--- src/rtl/registrador_pisos_pkg.sv ---
// Shared sizing and index-map helpers for the floor-request register.
// Bit layout, floor f 0-based:
//   hall up   = 2f          (f = 0 .. N-2)
//   hall down = 2f-1        (f = 1 .. N-1)
//   cab       = 2(N-1) + f  (f = 0 .. N-1)
package registrador_pkg;

    // Total request bits: (N-1) hall up + (N-1) hall down + N cab.
    function automatic int calc_n_botones(input int n_pisos);
        return 3 * n_pisos - 2;
    endfunction

    // Width of a floor number, never below one bit.
    function automatic int calc_pw(input int n_pisos);
        return (n_pisos <= 2) ? 1 : $clog2(n_pisos);
    endfunction

    // Width of a population count able to hold every bit set at once.
    function automatic int calc_cw(input int n_pisos);
        return $clog2(3 * n_pisos - 1);
    endfunction

    // Hall-up bit of floor f (valid for f < N-1).
    function automatic int idx_sube(input int f);
        return 2 * f;
    endfunction

    // Hall-down bit of floor f (valid for f > 0).
    function automatic int idx_baja(input int f);
        return 2 * f - 1;
    endfunction

    // Cab bit of floor f.
    function automatic int idx_cabina(input int f, input int n_pisos);
        return 2 * (n_pisos - 1) + f;
    endfunction

    // Floor that a request bit belongs to.
    function automatic int piso_de(input int idx, input int n_pisos);
        int base_cab;
        base_cab = 2 * (n_pisos - 1);
        if (idx >= base_cab)
            return idx - base_cab;
        else if ((idx % 2) == 0)
            return idx / 2;
        else
            return (idx + 1) / 2;
    endfunction

endpackage

--- src/rtl/registrador_pisos_detector_flancos.sv ---
// Rising-edge detector over a vector of button levels.
// The previous-level register clears on reset, so a level held through
// reset is reported as a fresh edge on the first cycle afterwards.
module detector_flancos #(
    parameter int W = 10
) (
    input  logic         clk,
    input  logic         reset,
    input  logic [W-1:0] nivel_i,
    output logic [W-1:0] flanco_o
);

    logic [W-1:0] prev_q;
    logic [W-1:0] prev_d;

    // Next value of the level history is simply the current level.
    always_comb begin
        prev_d = nivel_i;
    end

    // Level history register, cleared on reset.
    always_ff @(posedge clk) begin
        if (reset)
            prev_q <= '0;
        else
            prev_q <= prev_d;
    end

    assign flanco_o = nivel_i & ~prev_q;

endmodule

--- src/rtl/registrador_pisos.sv ---
// Floor-request register for the elevator controller.
// Latches button presses on their rising edge, holds each request until
// the car serves it, and summarises pending work relative to the car.
module registrador_pisos
    import registrador_pkg::*;
#(
    parameter  int N_PISOS   = 4,
    localparam int N_BOTONES = calc_n_botones(N_PISOS),
    localparam int PW        = calc_pw(N_PISOS),
    localparam int CW        = calc_cw(N_PISOS)
) (
    input  logic                 clk,
    input  logic                 reset,
    input  logic [N_BOTONES-1:0] botones,
    input  logic [PW-1:0]        piso_actual,
    input  logic                 atender,
    input  logic                 dir_subiendo,
    output logic [N_BOTONES-1:0] pendientes,
    output logic                 hay_arriba,
    output logic                 hay_abajo,
    output logic                 hay_aqui,
    output logic [CW-1:0]        num_pendientes
);

    logic [N_BOTONES-1:0] flanco;
    logic [N_BOTONES-1:0] pend_q;
    logic [N_BOTONES-1:0] pend_d;
    logic [N_BOTONES-1:0] borrar;
    logic [N_PISOS-1:0]   sel_piso;
    logic [31:0]          piso_ext;
    logic                 piso_valido;

    logic                 arriba_c;
    logic                 abajo_c;
    logic                 aqui_c;
    logic [CW-1:0]        cuenta_c;

    detector_flancos #(
        .W (N_BOTONES)
    ) u_flancos (
        .clk      (clk),
        .reset    (reset),
        .nivel_i  (botones),
        .flanco_o (flanco)
    );

    assign piso_ext    = 32'(piso_actual);
    assign piso_valido = (piso_ext < N_PISOS);

    // One-hot decode of the served floor; empty for an illegal floor
    // or when no service is requested, so atender is ignored there.
    always_comb begin
        sel_piso = '0;
        for (int f = 0; f < N_PISOS; f++) begin
            sel_piso[f] = atender && piso_valido && (piso_ext == f);
        end
    end

    // Bits served at the current stop: the cab bit always, plus the hall
    // bit matching the direction. End floors have one hall bit only, so it
    // is served whatever the direction.
    always_comb begin
        borrar = '0;
        for (int f = 0; f < N_PISOS; f++) begin
            if (sel_piso[f])
                borrar[idx_cabina(f, N_PISOS)] = 1'b1;
        end
        for (int f = 0; f < N_PISOS - 1; f++) begin
            if (sel_piso[f] && (dir_subiendo || f == 0))
                borrar[idx_sube(f)] = 1'b1;
        end
        for (int f = 1; f < N_PISOS; f++) begin
            if (sel_piso[f] && (!dir_subiendo || f == N_PISOS - 1))
                borrar[idx_baja(f)] = 1'b1;
        end
    end

    // New presses set bits, served bits clear; clear wins on the same bit,
    // and since the edge is consumed a held button does not re-latch.
    always_comb begin
        pend_d = (pend_q | flanco) & ~borrar;
    end

    // Pending request register; reset discards every request.
    always_ff @(posedge clk) begin
        if (reset)
            pend_q <= '0;
        else
            pend_q <= pend_d;
    end

    // Position summaries and population count from the registered vector.
    always_comb begin
        arriba_c = 1'b0;
        abajo_c  = 1'b0;
        aqui_c   = 1'b0;
        cuenta_c = '0;
        for (int i = 0; i < N_BOTONES; i++) begin
            cuenta_c = cuenta_c + CW'(pend_q[i]);
            if (pend_q[i] && piso_valido) begin
                if (piso_ext < piso_de(i, N_PISOS))
                    arriba_c = 1'b1;
                else if (piso_ext > piso_de(i, N_PISOS))
                    abajo_c = 1'b1;
                else
                    aqui_c = 1'b1;
            end
        end
    end

    assign pendientes     = pend_q;
    assign hay_arriba     = arriba_c;
    assign hay_abajo      = abajo_c;
    assign hay_aqui       = aqui_c;
    assign num_pendientes = cuenta_c;

endmodule

--- config.mk ---
export PLATFORM = sky130hd
export DESIGN_NAME = registrador_pisos
export DESIGN_NICKNAME = d
export VERILOG_FILES = /design/src/rtl/registrador_pisos_pkg.sv /design/src/rtl/registrador_pisos_detector_flancos.sv /design/src/rtl/registrador_pisos.sv
export SDC_FILE = /design/constraint.sdc
export NUM_CORES = 1
export LEC_CHECK = 0
export CORE_AREA = 2 2 43 61
export DETAILED_ROUTE_END_ITERATION = 8
export DIE_AREA = 0 0 45 63
export GPL_TIMING_DRIVEN = 1
export PLACE_DENSITY = 0.76
export SKIP_CTS_REPAIR_TIMING = 1
export SYNTH_ARGS = -nofsm -noshare
export SYNTH_HDL_FRONTEND = slang
export SYNTH_SLANG_ARGS = --single-unit
--- constraint.sdc ---
create_clock -name clk -period 3.9 [get_ports clk]
set_input_delay 0.39 -clock clk [delete_from_list [all_inputs] [get_ports clk]]
set_output_delay 0.39 -clock clk [all_outputs]
set_load 0.05 [all_outputs]
---- Yosys cells after proc, flatten, opt, wreduce, memory -nomap -nowiden ----
Index checks and enable logic that the tools add are counted.
word-level totals
  bits in registers ....................... 20
  output and inout bits ................... 17
  word-level logic and storage cells ...... 179
operators by class
  add/sub/neg operators ................... 9
  $lt $le $gt $ge ......................... 21
  equal/unequal tests ..................... 3
  muxes and demuxes ....................... 118
  bitwise logic cells ..................... 5
  reduce and logical (&&, ||, !) cells .... 21
operator list
  cell                                                                   count
  32-bit 2-to-1 mux                                                      30
  2-bit by 32-bit greater-than comparator with 1-bit output              10
  2-bit by 32-bit < comparator with 1-bit output                         10
  1-bit 2-to-1 mux                                                       88
  32-bit logical NOT                                                     1
  4-bit by 1-bit adder with 4-bit output                                 6
  10-bit AND                                                             2
  10-bit NOT                                                             2
  1-bit logical AND                                                      19
  10-bit OR                                                              1
  3-bit by 1-bit adder with 4-bit output                                 1
  2-bit equality test, second input constant                             2
  2-bit by 1-bit adder with 3-bit output                                 1
  2-bit by 3-bit < comparator with 1-bit output, second input constant   1
  1-bit by 1-bit adder with 2-bit output                                 1
  2-bit by 1-bit equality test with 1-bit output, second input constant  1
  1-bit logical NOT                                                      1

---- Logic depth before layout (Yosys ltp) ----
  word-level depth ........................ 37
  depth in mapped cells ................... 9

---- Cells and area by module ----
A second synthesis with hierarchy kept.
second synthesis, totals
  cells, all modules ...................... 100
  area total of the unflattened synthesis .. 952.2 µm²
by module, submodules not included
  module             times used  cells an instance  area an instance (µm²)
  registrador_pisos  1           70                 626.9
  detector_flancos   1           30                 325.3

---- Worst setup path before layout ----
No wires, ideal clock.
  path type ............................... register -> output
  from .................................... reg pend_q[5] (netlist: pendientes[5])
  to ...................................... out num_pendientes[2]
  arrival ................................. 3.654 ns
  data required time ...................... 3.510 ns
  setup slack ............................. -0.144 ns
  stages on the path, launching flop included .. 10
  path buffers ............................ 0
  path through ............................ dfxtp_1 inv_1 fa_1 fa_1 fa_1 inv_1 ha_1 inv_1 fa_1 xnor2_1
between the ends
  longest elaborated chain between the ends .. 5
RTL lines
  what                                                  line                     text
  from (decl)                                           registrador_pisos.sv:26  logic [N_BOTONES-1:0] pend_q;
  from (signal assigned)                                registrador_pisos.sv:89  pend_q <= pend_d;
  4-bit by 1-bit adder with 4-bit output (5 in series)  registrador_pisos.sv:99  cuenta_c = cuenta_c + CW'(pend_q[i]);
  to (decl)                                             registrador_pisos.sv:22  output logic [CW-1:0] num_pendientes
No other way between the ends.

---- Worst setup path in the final report ----
  from .................................... reg pend_q[5] (netlist: pendientes[5])
  to ...................................... out num_pendientes[0]
The elaborated chain is that of the path after synthesis.

==> qor.yml <==
syn_inst: 106
die_h_um: 63
drv_slew: 0
cp_max_fo: 4
min_period_over_period_pct: 95.3
dpl_cell_area_mm2: 0.00132
intPower_w: 0.000403
ios: 33
yosysSeqAreaShare_pct: 40.9
arrival_ns: 3.33
die_w_um: 45
max_cap_viol_count: 0
setup_viol: 0
diodes: 0
drive_gt1_share_pct: 5.11
cts-buffers-inserted: 3
finalCriticalPeriod_ns: 3.72
finClkSkew_ns: 0.000232
gp_congestion: 0.811
synthTopCellsByArea: "dfxtp_1 41%, fa_1 12%, inv_1 8.8%"
nFillCells: 208
ys_async_sr_fraction_pct: 0
final_cell_mix: "29 x clkdlybuf4s50_1, 23 x inv_1, 20 x dfxtp_1"
post-dp-hpwl_mm: 1.55
powerDensity_mw_per_mm2: 501
pwr-share-comb_pct: 52.8
power_frac_clock_pct: 13.3
cts_buffer_depth: 2
pwr-share-seq_pct: 34.0
start_util_pct: 42.4
final_nets: 163
cts.sinks: 20
critPathRequiredTime_ns: 3.51
synth-seq-cells: 20
htree_levels: 1
maxSlewHeadroom_pct: 55.8
max_slew.worst_pin.slew_ns: 0.661
wl_mm: 1.91
synth_ff_type: "dfxtp_1"
yosysUniqueCellTypes: 24
cts_tree: "built"
grt_usage_pct: 15.7
grt_max_degree: 20
synth_top_area_cell: "dfxtp_1"
hold_violations: 0
worst_setup_path_end_kind: "primary output"
switching_share_pct: 40.3
rsz0062_at_grt: "false"
drtAntennaViolNets: 0
power.switching_w: 0.000272
max_freq_ghz: 0.269
synth.avg_cell_area_um2: 9.24
ys.warnings.count: 0
finalPower_w: 0.000675
core-area_mm2: 0.00231
fin_setup_tns_ns: 0
drc: 0
syn_to_final_growth_pct: 37.7
syn_area_um2: 980
synth_enable_flop_cells: 0
layout_commonest_cell: "clkdlybuf4s50_1"
synth_fp_nets: 130
overflow: 0
min_path_type: "reg2reg"
root_buffer: "clkbuf_4"
status: "finished, final reports clean"
dr.pass1.iters: 4
rows: 21
dr.first_iter.drc_count: 12
fin_area_mm2: 0.00135
ir_worst_vdd_mv: 0.284
clk_pin_slew_ns: 0.10
leakage_nw: 0.579
grt_antenna_before_repair: 0
synth_top_area_share_pct: 40.9
wl_per_cell_um: 11.9
routed_via_density: 5.11
insertion_delay_ns: 0.28
die_area_mm2: 0.00284
utilization_pct: 58.3
grt_pass1_wl_mm: 3.37
path_class: "reg2out"
grt_pass1_vias: 795
port_buffers: 32
vias: 817
startpoint_type: "register"
-- routing by layer --
metal	global-route usage (%)	up-vias	share of wire, %
met4	7.72	0	1.5
met1	19.8	387	42
met5	0	-	0
met2	25.0	22	53
met3	2.31	2	3.4
li1	-	406	-
-- state kept, by name (all words and copies together), names as in the netlist --
| name | flops |
|---|---|
| pendientes | 10 |
| u_flancos.prev_q | 10 |
-- kinds of logic (layout without fill, tap and decap cells) --
group / count (synthesis) / in the layout / synth area share (%)
XOR/XNOR: 1 / 1 / 0.894
adder cells (fa/ha/maj): 8 / 8 / 14.8
buffers and inverters: 27 / 58 / 12.1
flip-flops: 20 / 20 / 40.9
AND/OR/NAND/NOR: 27 / 27 / 16.0
AO/OA/AOI/OAI: 23 / 23 / 15.3
-- power groups by stage --
stage               Clock [W]  Combinational, W  Sequential, W
finish              0.0000898          0.000356       0.000229
global route         0.000105          0.000382       0.000232
CTS                 0.0000966          0.000360       0.000230
detailed placement          0          0.000359       0.000234
global placement            0          0.000353       0.000234
floorplan                   0          0.000200       0.000260
-- synth_stat cells (2+ instances only) --
library cell and instances:
nor3b_1 2, o31a_1 2, buf_6 2, nand2b_1 3, fa_1 6, inv_1 23, nor3_1 6, nor2b_1 11
a21oi_1 10, buf_2 2, ha_1 2, o211ai_1 3, dfxtp_1 20, a211oi_1 3, nor2_1 2
-- critical path, stage by stage, from the launching register on --
cell             delay [ns]
dfxtp_1                0.38
inv_1                  0.09
fa_1                   0.56
fa_1                   0.43
fa_1                   0.48
inv_1                  0.04
ha_1                   0.26
clkdlybuf4s50_1        0.79
-- final timing paths --
check / from / endpoint / slack (ns) / depth (start not counted)
worst min-delay path: u_flancos.prev_q[9] / pendientes[9] / 0.49 / 2
worst max register to register: pendientes[4] / pendientes[4] / 3.06 / 2
worst max-delay path: pendientes[5] / num_pendientes[0] / 0.18 / 7
worst min register to register: u_flancos.prev_q[9] / pendientes[9] / 0.49 / 2
-- stage by stage --
stage	cells	hold slack (ns)	setup WS, ns
2_1_floorplan	106	0.463	0.148
3_3_place_gp	157	0.478	0.441
3_5_place_dp	157	0.473	0.382
4_1_cts	160	0.488	0.0545
5_1_grt	160	0.529	0.0214
6_report	160	0.488	0.184
-- area by class of cell --
class	count	area [um^2]	area share (%)
Multi-Input combinational cell	59	468	34.7
Inverter	23	86.3	6.40
Clock buffer	3	22.5	1.67
Tap cell	23	28.8	2.13
Timing Repair Buffer	32	343	25.4
Sequential cell	20	400	29.7
(Power assumes the default switching activity.)
